--- src/rtl/if_fetch_pkg.sv ---
// Shared types and constants for the instruction-fetch front end.
// Holds bus widths, the fetch FSM encoding, the PC step and the FIFO entry layout.
package if_fetch_pkg;

    localparam int unsigned INST_ADDR_W = 32;
    localparam int unsigned INST_W      = 32;

    localparam logic [INST_ADDR_W-1:0] PC_STEP   = 32'd4;
    localparam logic [INST_W-1:0]      ZERO_WORD = '0;

    typedef enum logic [1:0] {
        FETCH_IDLE    = 2'd0,
        FETCH_WAIT    = 2'd1,
        FETCH_DISCARD = 2'd2
    } fetch_state_t;

    typedef struct packed {
        logic [INST_ADDR_W-1:0] pc;
        logic [INST_W-1:0]      inst;
    } fetch_entry_t;

endpackage

--- src/rtl/if_fetch_fifo.sv ---
// Two-entry {pc, inst} fetch buffer; entry0 is always the head.
// Flush wins over push/pop. The caller must never push into a full buffer.
module fetch_fifo
    import if_fetch_pkg::*;
(
    input  logic         clk,
    input  logic         rst,
    input  logic         push,
    input  fetch_entry_t push_entry,
    input  logic         pop,
    input  logic         flush,
    output fetch_entry_t head,
    output logic [1:0]   count
);

    fetch_entry_t entry0;
    fetch_entry_t entry1;

    always_ff @(posedge clk or posedge rst) begin
        if (rst) begin
            entry0 <= '0;
            entry1 <= '0;
            count  <= '0;
        end else if (flush) begin
            count <= '0;
        end else begin
            case ({push, pop})
                2'b10: begin
                    if (count == 2'd0) entry0 <= push_entry;
                    else               entry1 <= push_entry;
                    count <= count + 2'd1;
                end
                2'b01: begin
                    entry0 <= entry1;
                    count  <= count - 2'd1;
                end
                2'b11: begin
                    // Simultaneous push/pop: the new word lands behind whatever remains.
                    if (count == 2'd1) begin
                        entry0 <= push_entry;
                    end else begin
                        entry0 <= entry1;
                        entry1 <= push_entry;
                    end
                end
                default: ;
            endcase
        end
    end

    assign head = entry0;

endmodule

--- src/rtl/if_fetch.sv ---
// Instruction-fetch front end: PC, req/ack fetch FSM and branch redirect handling.
// Returned words are buffered in fetch_fifo and presented to if_to_id.
module if_fetch
    import if_fetch_pkg::*;
#(
    parameter logic [INST_ADDR_W-1:0] RESET_PC   = 32'h0000_0000,
    parameter int unsigned            FIFO_DEPTH = 2
) (
    input  logic                   clk,
    input  logic                   rst,
    input  logic                   stall,
    input  logic                   branch_flag,
    input  logic [INST_ADDR_W-1:0] branch_target,
    output logic                   imem_req,
    output logic [INST_ADDR_W-1:0] imem_addr,
    input  logic                   imem_ack,
    input  logic [INST_W-1:0]      imem_rdata,
    output logic                   if_valid,
    output logic [INST_ADDR_W-1:0] if_pc,
    output logic [INST_W-1:0]      if_inst
);

    localparam logic [1:0] FULL_COUNT = 2'(FIFO_DEPTH);

    fetch_state_t           state;
    fetch_state_t           state_nxt;
    logic [INST_ADDR_W-1:0] fetch_pc;
    logic [INST_ADDR_W-1:0] req_addr;
    logic [INST_ADDR_W-1:0] issue_addr;
    logic [1:0]             fifo_count;
    fetch_entry_t           head;
    fetch_entry_t           push_entry;
    logic                   fifo_valid;
    logic                   ack_taken;
    logic                   push;
    logic                   pop;
    logic                   unused_bits;

    assign unused_bits = ^{branch_target[1:0], issue_addr[1:0]};

    always_ff @(posedge clk or posedge rst) begin
        if (rst) state <= FETCH_IDLE;
        else     state <= state_nxt;
    end

    always_comb begin
        state_nxt = state;
        case (state)
            FETCH_IDLE:
                if (imem_req && !imem_ack)
                    state_nxt = branch_flag ? FETCH_DISCARD : FETCH_WAIT;
            FETCH_WAIT:
                if (imem_ack)         state_nxt = FETCH_IDLE;
                else if (branch_flag) state_nxt = FETCH_DISCARD;
            FETCH_DISCARD:
                if (imem_ack) state_nxt = FETCH_IDLE;
            default: state_nxt = FETCH_IDLE;
        endcase
    end

    // Space test uses the registered count, so a same-cycle pop never frees a slot.
    always_comb begin
        imem_req   = 1'b0;
        issue_addr = fetch_pc;
        case (state)
            FETCH_IDLE: begin
                imem_req   = (fifo_count < FULL_COUNT);
                issue_addr = fetch_pc;
            end
            FETCH_WAIT, FETCH_DISCARD: begin
                imem_req   = 1'b1;
                issue_addr = req_addr;
            end
            default: ;
        endcase
        if (rst) imem_req = 1'b0;
    end

    assign imem_addr  = {issue_addr[INST_ADDR_W-1:2], 2'b00};
    assign ack_taken  = imem_req && imem_ack;
    assign push       = ack_taken && (state != FETCH_DISCARD) && !branch_flag;
    assign push_entry = '{pc: imem_addr, inst: imem_rdata};
    assign fifo_valid = (fifo_count != 2'd0);
    assign pop        = fifo_valid && !stall && !branch_flag;

    assign if_valid = fifo_valid && !branch_flag;
    assign if_pc    = if_valid ? head.pc   : '0;
    assign if_inst  = if_valid ? head.inst : ZERO_WORD;

    always_ff @(posedge clk or posedge rst) begin
        if (rst) begin
            fetch_pc <= RESET_PC;
            req_addr <= '0;
        end else begin
            if (branch_flag)
                fetch_pc <= {branch_target[INST_ADDR_W-1:2], 2'b00};
            else if (push)
                fetch_pc <= fetch_pc + PC_STEP;
            if (state == FETCH_IDLE && imem_req && !imem_ack)
                req_addr <= fetch_pc;
        end
    end

    fetch_fifo u_fifo (
        .clk        (clk),
        .rst        (rst),
        .push       (push),
        .push_entry (push_entry),
        .pop        (pop),
        .flush      (branch_flag),
        .head       (head),
        .count      (fifo_count)
    );

endmodule

--- config.mk ---
export PLATFORM = sky130hd
export DESIGN_NAME = if_fetch
export DESIGN_NICKNAME = d
export VERILOG_FILES = /design/src/rtl/if_fetch_pkg.sv /design/src/rtl/if_fetch_fifo.sv /design/src/rtl/if_fetch.sv
export SDC_FILE = /design/constraint.sdc
export NUM_CORES = 1
export LEC_CHECK = 0
export BUFFER_PORTS_ARGS = -buffer_cell sky130_fd_sc_hd__buf_2
export CORE_MARGIN = 1.5
export CORE_UTILIZATION = 45
export CTS_BUF_LIST = sky130_fd_sc_hd__clkbuf_8
export DETAILED_ROUTE_END_ITERATION = 16
export PLACE_DENSITY = 0.67
export RECOVER_POWER = 100
export SLEW_MARGIN = 20
export SYNTH_ARGS = -nofsm -noshare
export SYNTH_HDL_FRONTEND = slang
export SYNTH_SLANG_ARGS = --single-unit
--- constraint.sdc ---
create_clock -name clk -period 17.65 [get_ports clk]
set_clock_uncertainty 0.1 [all_clocks]
set_input_delay 4.4125 -clock clk [delete_from_list [all_inputs] [get_ports clk]]
set_output_delay 4.4125 -clock clk [all_outputs]
set_load 0.1 [all_outputs]
==> metrics.txt <==
violations in the final reports=max-capacitance violations, max-slew violations; clock transition at the registers of the reported paths=0.09 ns; most instantiated cells after synthesis=188 x sky130_fd_sc_hd__dfrtp_1, 115 x sky130_fd_sc_hd__mux2_2, 109 x sky130_fd_sc_hd__nand2_1; total via count after detailed routing=6323; share of Yosys cell area claimed by the top area cell type=0.511; global-route met3 utilization=0.0444; number of nets still failing antenna checks after routing=0; Setup TNS Final=0 ns; initial antenna violation count=2; count of max-cap constraint violations=8; PwrDens=197 nW/um^2; cell breakdown of the critical path=clkbuf_1 -> nor2_4 -> clkbuf_1 -> and2_1 -> clkbuf_1; critical path launch point type=primary input; Final Instance Count excl. Fillers=1246; clock sinks=188; Chip Height=146 um; routability congestion estimate from global placement=0.738; M1 GR Usage=0.257; final max-slew violation count=536; area growth from synthesis to layout=12.7%; initial cell density of the core=0.457; number of global-route vias before repair=6244; portion of netlist area occupied by mux cells=0.204; XOR/XNOR share of the synthesized area=0.0276; ratio of routed vias to standard cells=5.07; Crit Path Max Fanout=50; setup repair after global routing missed its margin=no; Hold Worst Slack=0.377 ns; number of synthesis warnings=0; width of the chip=146 um; FF+latch area=4700 sq um; overflow left after global routing=0; number of unique standard cell types used by synthesis=48; number of rows in the core area=52; async set-or-reset flop fraction in the synthesized netlist=1.00; synthesized-area fraction occupied by ao, oa, aoi and oai cells=0.0727; path class of the lowest-slack min-delay path=flop to flop; Routed wire per std cell=15.7 um; total routing resource utilization after global routing=0.193; highest-delay cell along the critical path=sky130_fd_sc_hd__clkbuf_1; cell with the most instances on the worst path=sky130_fd_sc_hd__clkbuf_1; required arrival time at the worst endpoint=13.14 ns; number of levels in the clock H-tree=4; FF+latch count, synth=188; Detailed Route WL=19600 um; postcts setup bufs=0; arrival time reported for the critical path endpoint=7.58 ns; Yosys top cell by area=sky130_fd_sc_hd__dfrtp_1; Nets=1038; Synth Area in Simple Gates=0.137; Static Leak=0.00485 uW; Worst VDD drop=0.142 mV; number of design-rule violations left by the first detailed-router iteration=287; combinational family with the most area after synthesis=multiplexers; first-pass GRT wire length=32700 um; final-report hold violation count=0; Crit Path Class=primary input to output pin; met2 track utilization from global routing=0.319; Top FF cell, synth=sky130_fd_sc_hd__dfrtp_1; multi-input combinational cell area=4110 sq um; number of buffers inserted by port buffering=160; latest clock arrival within the worst-skew pair=0.45 ns; run status=finished, violations left; Top Usage Layer GRT=met2; Mapped Avg Cell Area=11.1 sq um; layout cells sized above 1=0.225; DIE AREA=21300 sq um; Clock Tree Buf Depth=2; Synth Area in Adders=0.00951; area of the core region=20200 sq um; biggest area contributors in the synthesized netlist=sky130_fd_sc_hd__dfrtp_1 51%, sky130_fd_sc_hd__mux2_2 14%, sky130_fd_sc_hd__mux2i_1 6.3%, sky130_fd_sc_hd__o21ai_0 5.1%, sky130_fd_sc_hd__nand2_1 4.4%; cell area after synthesis=9210 sq um; number of gates resized after cts=0; CTS buffer count=17; number of top-level pins=167; utilization of the core after routing=0.515; Placed Cells=1213; fraction of the cycle the final worst path needs=0.685; CTS Root Cell=sky130_fd_sc_hd__clkbuf_8; min Tclk post-route=12.09 ns; filler cell count in the final layout=1929; final count of negative-setup-slack endpoints=0; Least-Margin Pin Slew=5.25 ns; number of buffers inserted by hold repair at cts=0; largest net degree at the start of global routing=119; longest individual stage delay on the worst path=1.52 ns; 1st-pass router iterations=4; detailed-route DRC error count=0; sequential area share after synthesis=0.511; Max Clk Rate=0.0827 GHz; instance count of the mapped netlist=828; capturing element type of the critical path=output pin; sum of net half-perimeters after detailed placement=12600 um; slew margin rel.=-2.52; most frequent cell after synthesis=sky130_fd_sc_hd__dfrtp_1; Post-synth EDFFs=0; clock tree from TritonCTS=done
state kept, by name, indices dropped and copies added, names as in the netlist:
name,flops
req_addr,30
u_fifo.count,2
state,2
fetch_pc,30
u_fifo.entry1,62
u_fifo.head,62
metal layers:
metal,part of all wire,wire length (um)
met5,0.00036,7
met4,0.011,218
met3,0.033,642
met2,0.48,9480
met1,0.47,9240
where the power goes:
group | internal, uW | switching (uW)
Combinational | 264 | 763
Clock | 166 | 161
Sequential | 603 | 84.0
Total | 1030 | 1010
area by class of cell:
| type | count | share of cell area |
|---|---|---|
| diodes | 1 | 0.000241 |
| clock buffers | 19 | 0.0252 |
| clock inverters | 13 | 0.0196 |
| inverters | 11 | 0.00410 |
| multi-input cells | 575 | 0.396 |
| flip-flops and latches | 188 | 0.453 |
| well taps | 270 | 0.0325 |
| repair buffers | 169 | 0.0693 |
critical path, delay by kind of cell:
kind | cells | cell delay (ns)
AND/OR/NAND/NOR | 2 | 0.55
buffers and inverters | 3 | 2.58
cell usage in the layout, fill, tap and decap left out, types with 3 or more instances in the layout:
master / netlist / final
sky130_fd_sc_hd__dfrtp_1: 188 / 188
sky130_fd_sc_hd__conb_1: 1 / 4
sky130_fd_sc_hd__xor2_1: 4 / 4
sky130_fd_sc_hd__clkbuf_1: 30 / 103
sky130_fd_sc_hd__mux2_2: 115 / 115
sky130_fd_sc_hd__o21ai_1: 6 / 5
sky130_fd_sc_hd__and2_1: 64 / 63
sky130_fd_sc_hd__inv_1: 11 / 10
sky130_fd_sc_hd__mux2i_1: 58 / 58
sky130_fd_sc_hd__a22oi_1: 6 / 6
sky130_fd_sc_hd__xnor2_1: 25 / 25
sky130_fd_sc_hd__inv_6: 0 / 4
sky130_fd_sc_hd__bufinv_16: 0 / 4
sky130_fd_sc_hd__nor4_1: 7 / 12
sky130_fd_sc_hd__ha_1: 7 / 7
sky130_fd_sc_hd__nand3_1: 9 / 9
sky130_fd_sc_hd__nor2_1: 10 / 9
sky130_fd_sc_hd__o21ai_0: 94 / 95
sky130_fd_sc_hd__a21oi_1: 3 / 3
sky130_fd_sc_hd__clkbuf_8: 0 / 19
sky130_fd_sc_hd__buf_2: 8 / 65
sky130_fd_sc_hd__nor2b_1: 3 / 3
sky130_fd_sc_hd__nand4_1: 6 / 6
sky130_fd_sc_hd__nand2_1: 109 / 108
sky130_fd_sc_hd__nor3_1: 11 / 11
path summary, 6_finish.rpt:
kind	endpoint	from	slack, ns	cells past startpoint
max	if_inst[6]	branch_flag	5.56	5
min	u_fifo.head[39]	u_fifo.head[39]	0.38	2
max reg2reg	u_fifo.head[53]	state[0]	10.92	6
min reg2reg	u_fifo.head[39]	u_fifo.head[39]	0.38	2
max in group asynchronous	req_addr[30]	rst	6.91	3
min in group asynchronous	fetch_pc[3]	rst	5.51	2
stage by stage:
stage / area (sq um) / setup slack, ns / power, uW
global placement: 10100 / 7.17 / 1730
global route: 10400 / 4.67 / 2170
finish: 10400 / 5.56 / 2040
floorplan: 9220 / 6.34 / 1570
detailed placement: 10100 / 7.13 / 1750
CTS: 10600 / 7.13 / 2080
cell families (layout without fill, tap and decap cells):
logic type,count (synthesis),after routing
XOR/XNOR,29,29
buffers and inverters,68,212
other,1,5
AO/OA/AOI/OAI,122,122
multiplexers,173,173
flip-flops,188,188
adder cells (fa/ha/maj),7,7
AND/OR/NAND/NOR,240,240
Power figures use the tool's default switching activity.
